===== config.mk =====
export PLATFORM = sky130hd
export DESIGN_NAME = load_store_unit
export DESIGN_NICKNAME = d
export VERILOG_FILES = /design/src/rtl/lsu_pkg.sv /design/src/rtl/load_data_aligner.sv /design/src/rtl/load_store_unit.sv
export SDC_FILE = /design/constraint.sdc
export NUM_CORES = 1
export LEC_CHECK = 0
export ABC_AREA = 1
export BUFFER_PORTS_ARGS = -buffer_cell sky130_fd_sc_hd__buf_4
export CAP_MARGIN = 20
export CORE_MARGIN = 2
export CORE_UTILIZATION = 48
export DETAILED_ROUTE_END_ITERATION = 16
export GPL_ROUTABILITY_DRIVEN = 1
export MAX_ROUTING_LAYER = met4
export PLACE_DENSITY = 0.77
export SYNTH_ARGS = -nofsm -noshare
export SYNTH_HDL_FRONTEND = slang
export SYNTH_SLANG_ARGS = --single-unit

===== constraint.sdc =====
create_clock -name clk -period 4.35 [get_ports clk]
set_input_delay 0.6525 -clock clk [delete_from_list [all_inputs] [get_ports clk]]
set_output_delay 0.6525 -clock clk [all_outputs]
set_load 0.05 [all_outputs]

===== src/rtl/lsu_pkg.sv =====
`default_nettype none
// lsu_pkg: shared encodings and request-check helpers for the load/store unit.
package lsu_pkg;

  localparam logic [2:0] FUNC3_B  = 3'b000;
  localparam logic [2:0] FUNC3_H  = 3'b001;
  localparam logic [2:0] FUNC3_W  = 3'b010;
  localparam logic [2:0] FUNC3_BU = 3'b100;
  localparam logic [2:0] FUNC3_HU = 3'b101;

  typedef enum logic [1:0] {
    IDLE = 2'd0,
    BUSY = 2'd1,
    DONE = 2'd2
  } lsu_state_t;

  typedef enum logic [1:0] {
    NONE       = 2'b00,
    MISALIGNED = 2'b01,
    ILLEGAL    = 2'b10,
    TIMEOUT    = 2'b11
  } fault_cause_t;

  function automatic logic func3_legal(input logic is_load, input logic [2:0] f3);
    if (is_load)
      return (f3 == FUNC3_B) || (f3 == FUNC3_H) || (f3 == FUNC3_W) ||
             (f3 == FUNC3_BU) || (f3 == FUNC3_HU);
    return (f3 == FUNC3_B) || (f3 == FUNC3_H) || (f3 == FUNC3_W);
  endfunction

  // Low two func_3 bits encode the access size for both signed and unsigned forms.
  function automatic logic access_misaligned(input logic [2:0] f3, input logic [1:0] lane);
    case (f3[1:0])
      2'b01:   return lane[0];
      2'b10:   return lane != 2'b00;
      default: return 1'b0;
    endcase
  endfunction

endpackage
`default_nettype wire


===== src/rtl/load_data_aligner.sv =====
`default_nettype none
// load_data_aligner: picks the addressed byte/halfword out of a read word and extends it.
module load_data_aligner
  import lsu_pkg::*;
(
  input  logic [31:0] mem_rdata,
  input  logic [1:0]  lane,
  input  logic [2:0]  func_3,
  output logic [31:0] result
);

  logic [7:0]  byte_sel;
  logic [15:0] half_sel;
  logic        sign_ext;

  always_comb begin
    byte_sel = mem_rdata[8*lane +: 8];
    half_sel = lane[1] ? mem_rdata[31:16] : mem_rdata[15:0];
    sign_ext = ~func_3[2];
    case (func_3)
      FUNC3_B, FUNC3_BU: result = {{24{byte_sel[7] & sign_ext}}, byte_sel};
      FUNC3_H, FUNC3_HU: result = {{16{half_sel[15] & sign_ext}}, half_sel};
      default:           result = mem_rdata;
    endcase
  end

endmodule
`default_nettype wire


===== src/rtl/load_store_unit.sv =====
`default_nettype none
// load_store_unit: checks execute-stage load/store requests and runs one valid/ready
// data-memory transaction per accepted request, stalling the core meanwhile.
module load_store_unit
  import lsu_pkg::*;
#(
  parameter int TIMEOUT_CYCLES = 255
) (
  input  logic        clk,
  input  logic        rst,
  input  logic        load,
  input  logic        store,
  input  logic [2:0]  func_3,
  input  logic [31:0] address,
  input  logic [31:0] store_data,
  output logic        stall,
  output logic [31:0] load_data,
  output logic        load_valid,
  output logic        fault,
  output logic [1:0]  fault_cause,
  output logic        mem_valid,
  input  logic        mem_ready,
  output logic        mem_we,
  output logic [31:0] mem_addr,
  output logic [31:0] mem_wdata,
  output logic [3:0]  mem_wstrb,
  input  logic [31:0] mem_rdata
);

  localparam logic [31:0] TIMEOUT_LIMIT = 32'(TIMEOUT_CYCLES);

  lsu_state_t  state;
  logic [31:0] addr_q;
  logic [31:0] wdata_q;
  logic [3:0]  wstrb_q;
  logic        we_q;
  logic [2:0]  f3_q;
  logic [31:0] count;
  logic [31:0] load_data_q;
  logic        load_valid_q;
  logic        timed_out_q;

  logic        req;
  logic        reject_illegal;
  logic        reject_misaligned;
  logic        accept;
  logic [31:0] fmt_wdata;
  logic [3:0]  fmt_wstrb;
  logic [31:0] aligned;

  // Requests are only examined in IDLE; gating with rst keeps all outputs low in reset.
  always_comb begin
    req               = (load | store) & ~rst & (state == IDLE);
    reject_illegal    = req & ~func3_legal(load, func_3);
    reject_misaligned = req & ~reject_illegal & access_misaligned(func_3, address[1:0]);
    accept            = req & ~reject_illegal & ~reject_misaligned;
  end

  always_comb begin
    case (func_3[1:0])
      2'b00: begin
        fmt_wdata = {4{store_data[7:0]}};
        fmt_wstrb = 4'b0001 << address[1:0];
      end
      2'b01: begin
        fmt_wdata = {2{store_data[15:0]}};
        fmt_wstrb = 4'b0011 << address[1:0];
      end
      default: begin
        fmt_wdata = store_data;
        fmt_wstrb = 4'b1111;
      end
    endcase
  end

  load_data_aligner u_aligner (
    .mem_rdata (mem_rdata),
    .lane      (addr_q[1:0]),
    .func_3    (f3_q),
    .result    (aligned)
  );

  always_ff @(posedge clk or posedge rst) begin
    if (rst) begin
      state        <= IDLE;
      addr_q       <= '0;
      wdata_q      <= '0;
      wstrb_q      <= '0;
      we_q         <= 1'b0;
      f3_q         <= '0;
      count        <= '0;
      load_data_q  <= '0;
      load_valid_q <= 1'b0;
      timed_out_q  <= 1'b0;
    end else begin
      case (state)
        IDLE: begin
          if (accept) begin
            // A simultaneous load and store decodes as a load.
            addr_q      <= address;
            we_q        <= ~load;
            f3_q        <= func_3;
            wdata_q     <= load ? 32'd0 : fmt_wdata;
            wstrb_q     <= load ? 4'b0000 : fmt_wstrb;
            count       <= '0;
            timed_out_q <= 1'b0;
            state       <= BUSY;
          end
        end
        BUSY: begin
          if (mem_ready) begin
            if (!we_q) begin
              load_data_q  <= aligned;
              load_valid_q <= 1'b1;
            end
            state <= DONE;
          end else if ((TIMEOUT_CYCLES != 0) && (count + 32'd1 == TIMEOUT_LIMIT)) begin
            timed_out_q <= 1'b1;
            load_data_q <= '0;
            count       <= count + 32'd1;
            state       <= DONE;
          end else begin
            count <= count + 32'd1;
          end
        end
        DONE: begin
          load_valid_q <= 1'b0;
          timed_out_q  <= 1'b0;
          state        <= IDLE;
        end
        default: state <= IDLE;
      endcase
    end
  end

  always_comb begin
    stall      = accept | (state == BUSY);
    mem_valid  = (state == BUSY);
    mem_we     = we_q;
    mem_addr   = {addr_q[31:2], 2'b00};
    mem_wdata  = wdata_q;
    mem_wstrb  = wstrb_q;
    load_data  = load_data_q;
    load_valid = load_valid_q;
    fault      = reject_illegal | reject_misaligned | ((state == DONE) & timed_out_q);
    if (reject_illegal)
      fault_cause = ILLEGAL;
    else if (reject_misaligned)
      fault_cause = MISALIGNED;
    else if ((state == DONE) && timed_out_q)
      fault_cause = TIMEOUT;
    else
      fault_cause = NONE;
  end

endmodule
`default_nettype wire


==> out/results.txt, run 1 <==
FF+latch count, synth - 140
Drt via density - 5.237
Yosys warns - 0
Global-route wire length before repair - 37.03 mm
Max-cap violation count - 0
Total gr overflow - 0
Hold Buf Count CTS - 0
FF-to-FF Start - count[1]
Final Hold Vio Count - 0
Hpwl dp - 16.83 mm
Area leader, netlist - dfrtp_1
Pre-CTS setup slack - 0.8993 ns
Fin. max-slew vios - 0
Initial core utilization - 0.4865
Worst IR drop on VDD - 0.4714 mV
Multi-input gate area - 3716 um2
CP max FO - 29
Clock skew - 0.006935 ns
R2r worst-path depth - 17
Final TNS setup - 0 ns
Commonest non-fill, non-tap cells in the layout - nand2_1 (397), buf_4 (218), dfrtp_1 (140)
RePlAce Congestion - 0.9359
DR vias - 7,944
Cells after synthesis - 1,124
Antenna violations before repair - 0
DRC - 0
Number of global-route vias before repair - 7,394
Crit path launch - func_3[1]
Fin crit period - 3.309 ns
Setup Buffers After CTS - 0
Die H - 133.2 um
Root buffer cell - clkbuf_16
Fin crit share - 0.7607
Total track usage - 0.2710
Final WS setup - 1.041 ns
DRT Pass-1 Iters - 5
Crit path to - stall
RSZ-0062 raised after global routing - no
Status - finished, final reports clean
RR Endpoint - load_data[30]
Clock H-tree levels - 4
Most common cell after layout, fill and taps aside - nand2_1
Worst Setup Start Kind - primary input
Synth area leaders - dfrtp_1 (44%), nand2_1 (19%), o21ai_0 (6.2%), nand3_1 (5.6%), nor2_1 (4.6%)
Cell Area, Placed - 9498 um2
Register area - 3503 um2
Synthesized area per cell - 7.126 um2
Worst-Margin Slew - 0.8845 ns
Worst hold path type - in2async
Die ar. - 17,740 um2
Endpoints failing setup - 0
CTS Buf Count - 17
Final antenna-violating net count - 0
Clk slew on worst S/H paths - 0.06 ns
Area of the core - 16,470 um2
Post-Layout Inst Area - 10,090 um2
Clock buffer depth - 2
Port Buffers - 208
Wirelength per Cell - 15.53 um
Fill cells - 1,559
Die W - 133.2 um
Rel. slew slack - 0.4089
Fmax - 0.3022 GHz
Clock Sinks - 140
IO Count - 211
Largest net degree at the start of global routing - 141
Layout area overhead - 25.96%
Sequential area share after synthesis - 0.4374
CP Class - in2out
Synth Cell Area - 8010 um2
FF-to-FF setup slack - 1.27 ns
Resized cells post-CTS - 0
Cell row count - 47
Static leakage - 5.175 nW
CTS tree - yes
CP Data Required Time - 3.70 ns
Top cell type's share of synthesized area - 0.4374
Worst-Skew Late Latency - 0.42 ns
WP data arrival - 2.66 ns
Netlist cell types - 39
First DRT Iteration DRCs - 721
Final WL - 23.56 mm
Nets - 1,397
Pwr Density - 715.3 nW/um2
Crit. End Element - output pin
ANT cells - 0
Layout cell share with drive strength beyond 1 - 0.2197
## where the power goes
part | total, W | internal [W] | switching [W]
Sequential | 0.00206 | 0.00175 | 0.000310
Combinational | 0.00369 | 0.00104 | 0.00265
Clock | 0.00146 | 0.000851 | 0.000607
## sequential cells by signal (all words and copies together) (netlist names)
signal	cells
load_valid	1
mem_we	1
f3_q	3
addr_q	32
state	2
mem_wstrb	4
mem_wdata	32
timed_out_q	1
count	32
load_data	32
## stage by stage
step,hold WS [ns],total power [W],instances,utilization
2_1_floorplan,0.4500,0.004748,1125,-
3_3_place_gp,0.4638,0.005699,1484,0.5768
3_5_place_dp,0.4660,0.005737,1484,0.5768
4_1_cts,0.4082,0.007218,1516,0.6123
5_1_grt,0.4224,0.007566,1517,0.6128
6_report,0.3984,0.007217,1517,0.6128
## worst min path at each step
stage	from	to	slack (ns)
after floorplan	addr_q[10]	addr_q[10]	0.45
after detailed placement	addr_q[2]	addr_q[2]	0.47
final	rst	timed_out_q	0.40
after global placement	addr_q[19]	addr_q[19]	0.46
after global routing	address[4]	addr_q[4]	0.42
after CTS	address[15]	addr_q[15]	0.41
## metal layers
layer | share of wire | GRT usage | wire [um]
met3 | 0.078 | 0.06202 | 1836
met4 | 0.026 | 0.09752 | 603
met5 | 0 | - | 0
met2 | 0.47 | 0.4185 | 11040
met1 | 0.43 | 0.3525 | 10070
## cell usage after synthesis
library cell / n
nand2_1: 398
dfrtp_1: 140
o21ai_0: 100
nor2_1: 99
nand3_1: 89
inv_1: 86
clkbuf_1: 33
buf_4: 32
o21ai_1: 22
o22ai_1: 21
a21oi_1: 16
ha_1: 9
buf_2: 8
nor2_2: 7
inv_2: 6
nand4_1: 6
nor2_4: 6
a221oi_1: 5
mux2i_1: 5
nor3_1: 5
a211oi_1: 4
buf_6: 3
nand2_2: 3
nand2_4: 3
or2_2: 3
buf_1: 2
a2111oi_0: 1
a21boi_0: 1
a31oi_1: 1
and2_1: 1
clkbuf_2: 1
clkinv_2: 1
conb_1: 1
nand3_2: 1
nand3_4: 1
nand3b_1: 1
nor4_1: 1
xnor2_1: 1
xor2_1: 1
## area by class of cell
class	count	area share
inverter	93	0.03509
multi-input combinational	813	0.3683
clock inverter	15	0.01575
sequential	140	0.3472
tap	220	0.02728
timing repair buffer	219	0.1642
clock buffer	17	0.04216
## critical path: stages
cell     delay, ns
buf_4         0.13
inv_1         0.29
ha_1          0.49
nor2_2        0.12
o21ai_0       0.11
o21ai_1       0.11
nor2_1        0.15
nand2_2       0.07
buf_4         0.22
nand2_1       0.09
buf_4         0.19
## cell families after synthesis
family,synth area share
and+or+nand+nor,0.3251
DFF,0.4374
muxes,0.006248
AOI/OAI and AO/OA,0.1147
xor gates and xnor gates,0.002187
buffers and inverters,0.09997
other,0.0004682
adders and majority gates,0.01406
Power figures use the tool's default switching activity.
==> run 2: changes to the inputs <==
==> constraint.sdc (replaced) <==
create_clock -name clk -period 3 [get_ports clk]
set_input_delay 0.45 -clock clk [delete_from_list [all_inputs] [get_ports clk]]
set_output_delay 0.45 -clock clk [all_outputs]
set_load 0.05 [all_outputs]
==> out/results.txt, run 2 (same netlist as run 1, synthesis figures left out) <==
Status - finished, final reports clean
Placed insts - 1,494 (+0.67%)
Pwr Density - 1029 nW/um2 (+44%)
Setup Buffers After CTS - 0 (unchanged)
Multi-input gate area - 3727 um2 (+0.30%)
Critical Path Max Stage Delay - 0.42 ns (-0.07 ns)
Clk slew on worst S/H paths - 0.07 ns (about the same)
Hpwl dp - 17.11 mm (+1.6%)
Worst hold path type - in2async
Die ar. - 17,740 um2 (unchanged)
Largest net degree at the start of global routing - 56 (-60%)
RSZ-0062 raised after global routing - no
Total gr overflow - 0 (unchanged)
CP max stage cell - dfrtp_1
CP max FO - 17 (-41%)
DR vias - 8,045 (+1.3%)
Area of the core - 16,470 um2 (unchanged)
DRC - 0 (unchanged)
Crit-path leading delay family - simple AND/OR/NAND/NOR gates
Wirelength per Cell - 15.40 um (-0.85%)
Worst Setup Start Kind - register
Most common cell after layout, fill and taps aside - nand2_1
Worst-Margin Slew - 0.6796 ns (-0.2049 ns)
Final WL - 23.51 mm (-0.20%)
Register area - 3503 um2 (unchanged)
Fin. max-slew vios - 0 (unchanged)
FF-to-FF setup slack - 0.24 ns (-1.03 ns)
CTS Buf Count - 17 (unchanged)
Final WS setup - 0.2389 ns (-0.8021 ns)
Number of global-route vias before repair - 7,938 (+7.4%)
Crit. End Element - register
Final antenna-violating net count - 0 (unchanged)
CP Class - reg2reg
Clock skew - 0.009442 ns (+0.002507 ns)
Initial core utilization - 0.4865 (unchanged)
Die W - 133.2 um (unchanged)
Pre-CTS setup slack - 0.3263 ns (-0.5730 ns)
ANT cells - 0 (unchanged)
Max-cap violation count - 0 (unchanged)
Final Total Pwr - 0.01049 W (+45%)
Fin crit period - 2.761 ns
Fin crit share - 0.9204
Static leakage - 5.236 nW (+1.2%)
Fmax - 0.3622 GHz
DRT Pass-1 Iters - 5 (unchanged)
Buf+Inv Stages, Crit Path - 2 (-2)
Critical Path, Cell by Cell - ha_1, nand3_2, clkinv_2, nand2_4, nand2_1, nand2_1, nand2_1, nor2_1, nand2_1, nor2_1, nand2_1, nor2_4, nand3_4, buf_4, nand3_1, nand2_1
CP Data Required Time - 3.32 ns (-0.38 ns)
RR Endpoint - load_data[15]
Die H - 133.2 um (unchanged)
Nets - 1,407 (+0.72%)
Clock buffer depth - 2 (unchanged)
Fill cells - 1,489 (-4.5%)
Drt via density - 5.269 (+0.61%)
Rel. slew slack - 0.5469 (+0.1380)
Commonest non-fill, non-tap cells in the layout - nand2_1 (396), buf_4 (227), dfrtp_1 (140)
Final TNS setup - 0 ns (unchanged)
First DRT Iteration DRCs - 647 (-10%)
Total track usage - 0.2782 (+0.007191)
Hold WS - 0.08157 ns (-0.3168 ns)
CTS tree - yes
RePlAce Congestion - 0.9415 (+0.60%)
Clock Sinks - 140 (unchanged)
Clock H-tree levels - 4 (unchanged)
Root buffer cell - clkbuf_16
Endpoints failing setup - 0 (unchanged)
Worst-Skew Late Latency - 0.43 ns (about the same)
Cell mode on critical path - nand2_1
R2r worst-path depth - 16 (-1)
Layout cell share with drive strength beyond 1 - 0.2265 (+0.006735)
Worst IR drop on VDD - 0.6410 mV (+36%)
IO Count - 211 (unchanged)
Final std cells w/o fill - 1,527 (+0.66%)
Layout area overhead - 27.32%
FF-to-FF Start - count[1]
Global-route wire length before repair - 38.62 mm (+4.3%)
Cell row count - 47 (unchanged)
Antenna violations before repair - 0 (unchanged)
WP data arrival - 3.08 ns (+0.42 ns)
Final Hold Vio Count - 0 (unchanged)
Port Buffers - 208 (unchanged)
[run 2: cell types whose count changed in the layout (fill, tap and decap cells not counted), moves of 2 or more]
cell	delta
buf_4	+9
clkinv_2	-2
inv_6	-2
inv_8	+4
[run 2: final cells by class]
cell class	count	area share
multi-input cells	813	0.3655
flip-flops and latches	140	0.3435
repair buffers	229	0.1710
clock buffers	18	0.04306
inverters	93	0.03472
well taps	220	0.02699
clock inverters	14	0.01521
[run 2: where the power goes]
group / total, W / switching [W] / internal (W)
Combinational: 0.00539 / 0.00386 / 0.00153
Sequential: 0.00299 / 0.000444 / 0.00254
Clock: 0.00211 / 0.000914 / 0.00120
Total: 0.0105 / 0.00521 / 0.00528
[run 2: worst max path at each step]
stage / startpoint / endpoint / depth (start not counted)
2_1_floorplan: func_3[1] / stall / 12
3_3_place_gp: func_3[1] / state[0] / 13
3_5_place_dp: count[1] / load_data[15] / 16
4_1_cts: count[1] / load_data[15] / 16
5_1_grt: count[1] / load_data[11] / 15
6_report: count[1] / load_data[15] / 16
[run 2: metal layers]
layer / wire length, um / part of all wire / up-vias / track usage
met5: 0 / 0 / - / -
met4: 689 / 0.029 / 0 / 0.1152
met3: 1856 / 0.079 / 50 / 0.06012
met2: 10860 / 0.46 / 346 / 0.4275
met1: 10100 / 0.43 / 3732 / 0.3598
li1: - / - / 3917 / -
[run 2: what timing repair did]
| item | 4_1_cts | 5_1_grt |
|---|---|---|
| hold buffers | 0 | 0 |
| endpoints found under the setup margin | 0 | 1 |
| gates resized for setup | 0 | 1 |
[run 2: stage by stage]
stage                       util  cell area, um2
after CTS                 0.6184           10180
after floorplan                -            8020
final                     0.6194           10200
after global routing      0.6194           10200
after global placement    0.5823            9588
after detailed placement  0.5823            9588
==> run 3: changes to the inputs <==
--- a/config.mk
+++ b/config.mk
@@ -5,13 +5,12 @@
 export SDC_FILE = /design/constraint.sdc
 export NUM_CORES = 1
 export LEC_CHECK = 0
-export ABC_AREA = 1
+export ABC_AREA = 0
 export BUFFER_PORTS_ARGS = -buffer_cell sky130_fd_sc_hd__buf_4
 export CAP_MARGIN = 20
 export CORE_MARGIN = 2
 export CORE_UTILIZATION = 48
 export DETAILED_ROUTE_END_ITERATION = 16
-export GPL_ROUTABILITY_DRIVEN = 1
 export MAX_ROUTING_LAYER = met4
 export PLACE_DENSITY = 0.77
 export SYNTH_ARGS = -nofsm -noshare
==> out/results.txt, run 3 <==
Status - finished, final reports clean
Pint - 0.005422 W (+2.7%)
Wirelength per Cell - 18.06 um (+17%)
Layout cell share with drive strength beyond 1 - 0.3327 (+0.1062)
Die H - 132.1 um (-0.81%)
Total track usage - 0.2649 (-0.01329)
Clock buffer depth - 2 (unchanged)
Synth area leaders - dfrtp_1 (44%), mux2_2 (5.4%), nand2_1 (5.4%), o31ai_1 (4.3%), o21ai_0 (4.3%)
Clock skew - 0.006501 ns (-0.002941 ns)
Layout area overhead - 30.07%
Fmax - 0.3512 GHz (-3.0%)
Number of global-route vias before repair - 6,917 (-13%)
Synth Cell Area - 7876 um2 (-1.7%)
Final TNS setup - 0 ns (unchanged)
Critical Path, Cell by Cell - or3b_2, a2111oi_2, a21oi_1, nor4b_1, and4_1, and4_4, buf_12, o22ai_1
Pre-CTS setup slack - 0.05388 ns (-0.2724 ns)
Rel. slew slack - 0.4950 (-0.05189)
Global-route wire length before repair - 36.47 mm (-5.6%)
Most common cell after layout, fill and taps aside - buf_4
Number of synthesized flops with an enable pin - 0 (unchanged)
CTS tree - yes
RePlAce Congestion - 0.9512 (+1.0%)
Worst Setup Start Kind - register
Root buffer cell - clkbuf_16
Die W - 132.1 um (-0.81%)
Net Sw Power - 0.004999 W (-4.1%)
Final Hold Vio Count - 0 (unchanged)
Sequential Power Share - 0.283 (-0.002)
Cell Area, Placed - 9548 um2 (-0.42%)
CP Data Required Time - 3.29 ns (-0.03 ns)
First DRT Iteration DRCs - 644 (-0.46%)
Static leakage - 4.737 nW (-9.5%)
Die ar. - 17,450 um2 (-1.6%)
Clock H-tree levels - 4 (unchanged)
ANT cells - 0 (unchanged)
R2r worst-path depth - 8 (-8)
Fin crit period - 2.847 ns (+0.08612 ns)
IO Count - 211 (unchanged)
Port Buffers - 208 (unchanged)
Switching share of power - 0.4797 (-0.01729)
Cell row count - 46 (-2.1%)
Logic pwr share - 0.504 (-0.010)
Cells after synthesis - 867 (-23%)
RSZ-0062 raised after global routing - no
DRC - 0 (unchanged)
Critical Path Max Stage Delay - 0.51 ns (+0.09 ns)
Sequential area share after synthesis - 0.4448 (+0.007434)
CP Class - reg2reg
Endpoints failing setup - 0 (unchanged)
Worst-Margin Slew - 0.7575 ns (+0.07783 ns)
Final WL - 22.85 mm (-2.8%)
Post-synth ARST share - 1.000 (unchanged)
Clk slew on worst S/H paths - 0.07 ns (about the same)
Top cell type's share of synthesized area - 0.4448 (+0.007434)
Max-cap violation count - 0 (unchanged)
Worst IR drop on VDD - 0.5824 mV (-9.1%)
CTS Buf Count - 17 (unchanged)
Fin. max-slew vios - 0 (unchanged)
Initial core utilization - 0.4940 (+0.007561)
Clock Sinks - 140 (unchanged)
Antenna violations before repair - 0 (unchanged)
Ys flop type - dfrtp_1
Most common cell in the netlist - dfrtp_1
Nets - 1,149 (-18%)
Synthesized area per cell - 9.085 um2 (+27%)
DR vias - 7,344 (-8.7%)
Final antenna-violating net count - 0 (unchanged)
Hold WS - 0.2462 ns (+0.1646 ns)
CP max stage cell - or3b_2
Yosys warns - 0 (unchanged)
Fin crit share - 0.9491 (+0.02871)
Crit. End Element - register
Total gr overflow - 0 (unchanged)
Final WS setup - 0.1528 ns (-0.08612 ns)
Commonest non-fill, non-tap cells in the layout - buf_4 (246), dfrtp_1 (135), nand2_1 (111)
Most frequent cells after synthesis - dfrtp_1 (140), nand2_1 (113), nor2_1 (73)
Hpwl dp - 16.17 mm (-5.5%)
Area of the core - 15,940 um2 (-3.2%)
FF+latch count, synth - 140 (unchanged)
Largest net degree at the start of global routing - 105 (+88%)
Hold Buf Count CTS - 0 (unchanged)
DRT Pass-1 Iters - 5 (unchanged)
Clock share of power - 0.213 (+0.012)
Hold path depth - 2
Netlist cell types - 65 (+67%)
Drt via density - 5.806 (+10%)
Fill cells - 1,273 (-15%)
Worst hold path type - in2reg
Post-Layout Inst Area - 10,240 um2 (+0.45%)
Worst-Skew Late Latency - 0.43 ns (about the same)
CP max FO - 32 (+15)
WP data arrival - 3.13 ns (+0.05 ns)
Pwr Density - 1017 nW/um2 (-1.1%)
Area leader, netlist - dfrtp_1
-- run 3: cell families (layout without fill, tap and decap cells) --
kind of cell / Yosys count / in the layout / synth area share
buf+inv: 114 / 295 / 0.07498
simple gates: 300 / 300 / 0.1836
mux: 50 / 50 / 0.07117
compound gates: 241 / 241 / 0.1973
fa+ha+maj: 9 / 9 / 0.01430
flops: 140 / 140 / 0.4448
xor+xnor: 12 / 12 / 0.01334
other cells: 1 / 2 / 0.0004761
-- run 3: final timing paths --
kind | from | endpoint | slack [ns]
max | count[12] | load_data[8] | 0.15
min | address[25] | addr_q[25] | 0.25
max reg2reg | count[12] | load_data[8] | 0.15
min reg2reg | mem_wdata[23] | mem_wdata[23] | 0.48
max in group asynchronous | rst | mem_wdata[5] | 1.43
min in group asynchronous | rst | load_data[29] | 0.33
-- run 3: timing repair --
action	4_1_cts	5_1_grt
setup endpoints to repair	0	34
gates resized for setup	0	14
buffers inserted	0	2
-- run 3: layer usage --
metal | vias to the layer above | share of wire | GRT usage | routed length [um]
met2 | 330 | 0.49 | 0.4236 | 11280
li1 | 3442 | - | - | -
met5 | - | 0 | - | 0
met4 | 0 | 0.018 | 0.07548 | 412
met3 | 36 | 0.075 | 0.05075 | 1721
met1 | 3536 | 0.41 | 0.3450 | 9437
-- run 3: cell type report --
class / instances / area, um2 / area share
timing repair buffer: 249 / 1907 / 0.1861
clock buffer: 17 / 425.4 / 0.04152
tap: 216 / 270.3 / 0.02638
sequential: 140 / 3510 / 0.3426
inverter: 14 / 56.30 / 0.005496
clock inverter: 15 / 190.2 / 0.01856
multi-input combinational: 614 / 3886 / 0.3793
-- run 3: metrics by stage --
stage / power, W / utilization / std cells
2_1_floorplan: 0.006976 / - / 868
3_3_place_gp: 0.008116 / 0.5989 / 1230
3_5_place_dp: 0.008220 / 0.5989 / 1230
4_1_cts: 0.01043 / 0.6375 / 1262
5_1_grt: 0.01088 / 0.6426 / 1265
6_report: 0.01042 / 0.6426 / 1265
-- run 3: worst max-delay path, delay by kind of cell (launching register included) --
family | cells | cell delay, ns
AOI/OAI and AO/OA | 3 | 0.56
buffers and inverters | 1 | 0.18
DFF | 1 | 0.47
and+or+nand+nor | 4 | 1.48
-- run 3: power by group through the flow --
stage	Combinational, W	Clock (W)	Sequential, W
finish	0.00525	0.00222	0.00295
global placement	0.00517	0	0.00295
detailed placement	0.00524	0	0.00298
floorplan	0.00281	0	0.00417
CTS	0.00525	0.00223	0.00295
global route	0.00552	0.00232	0.00303
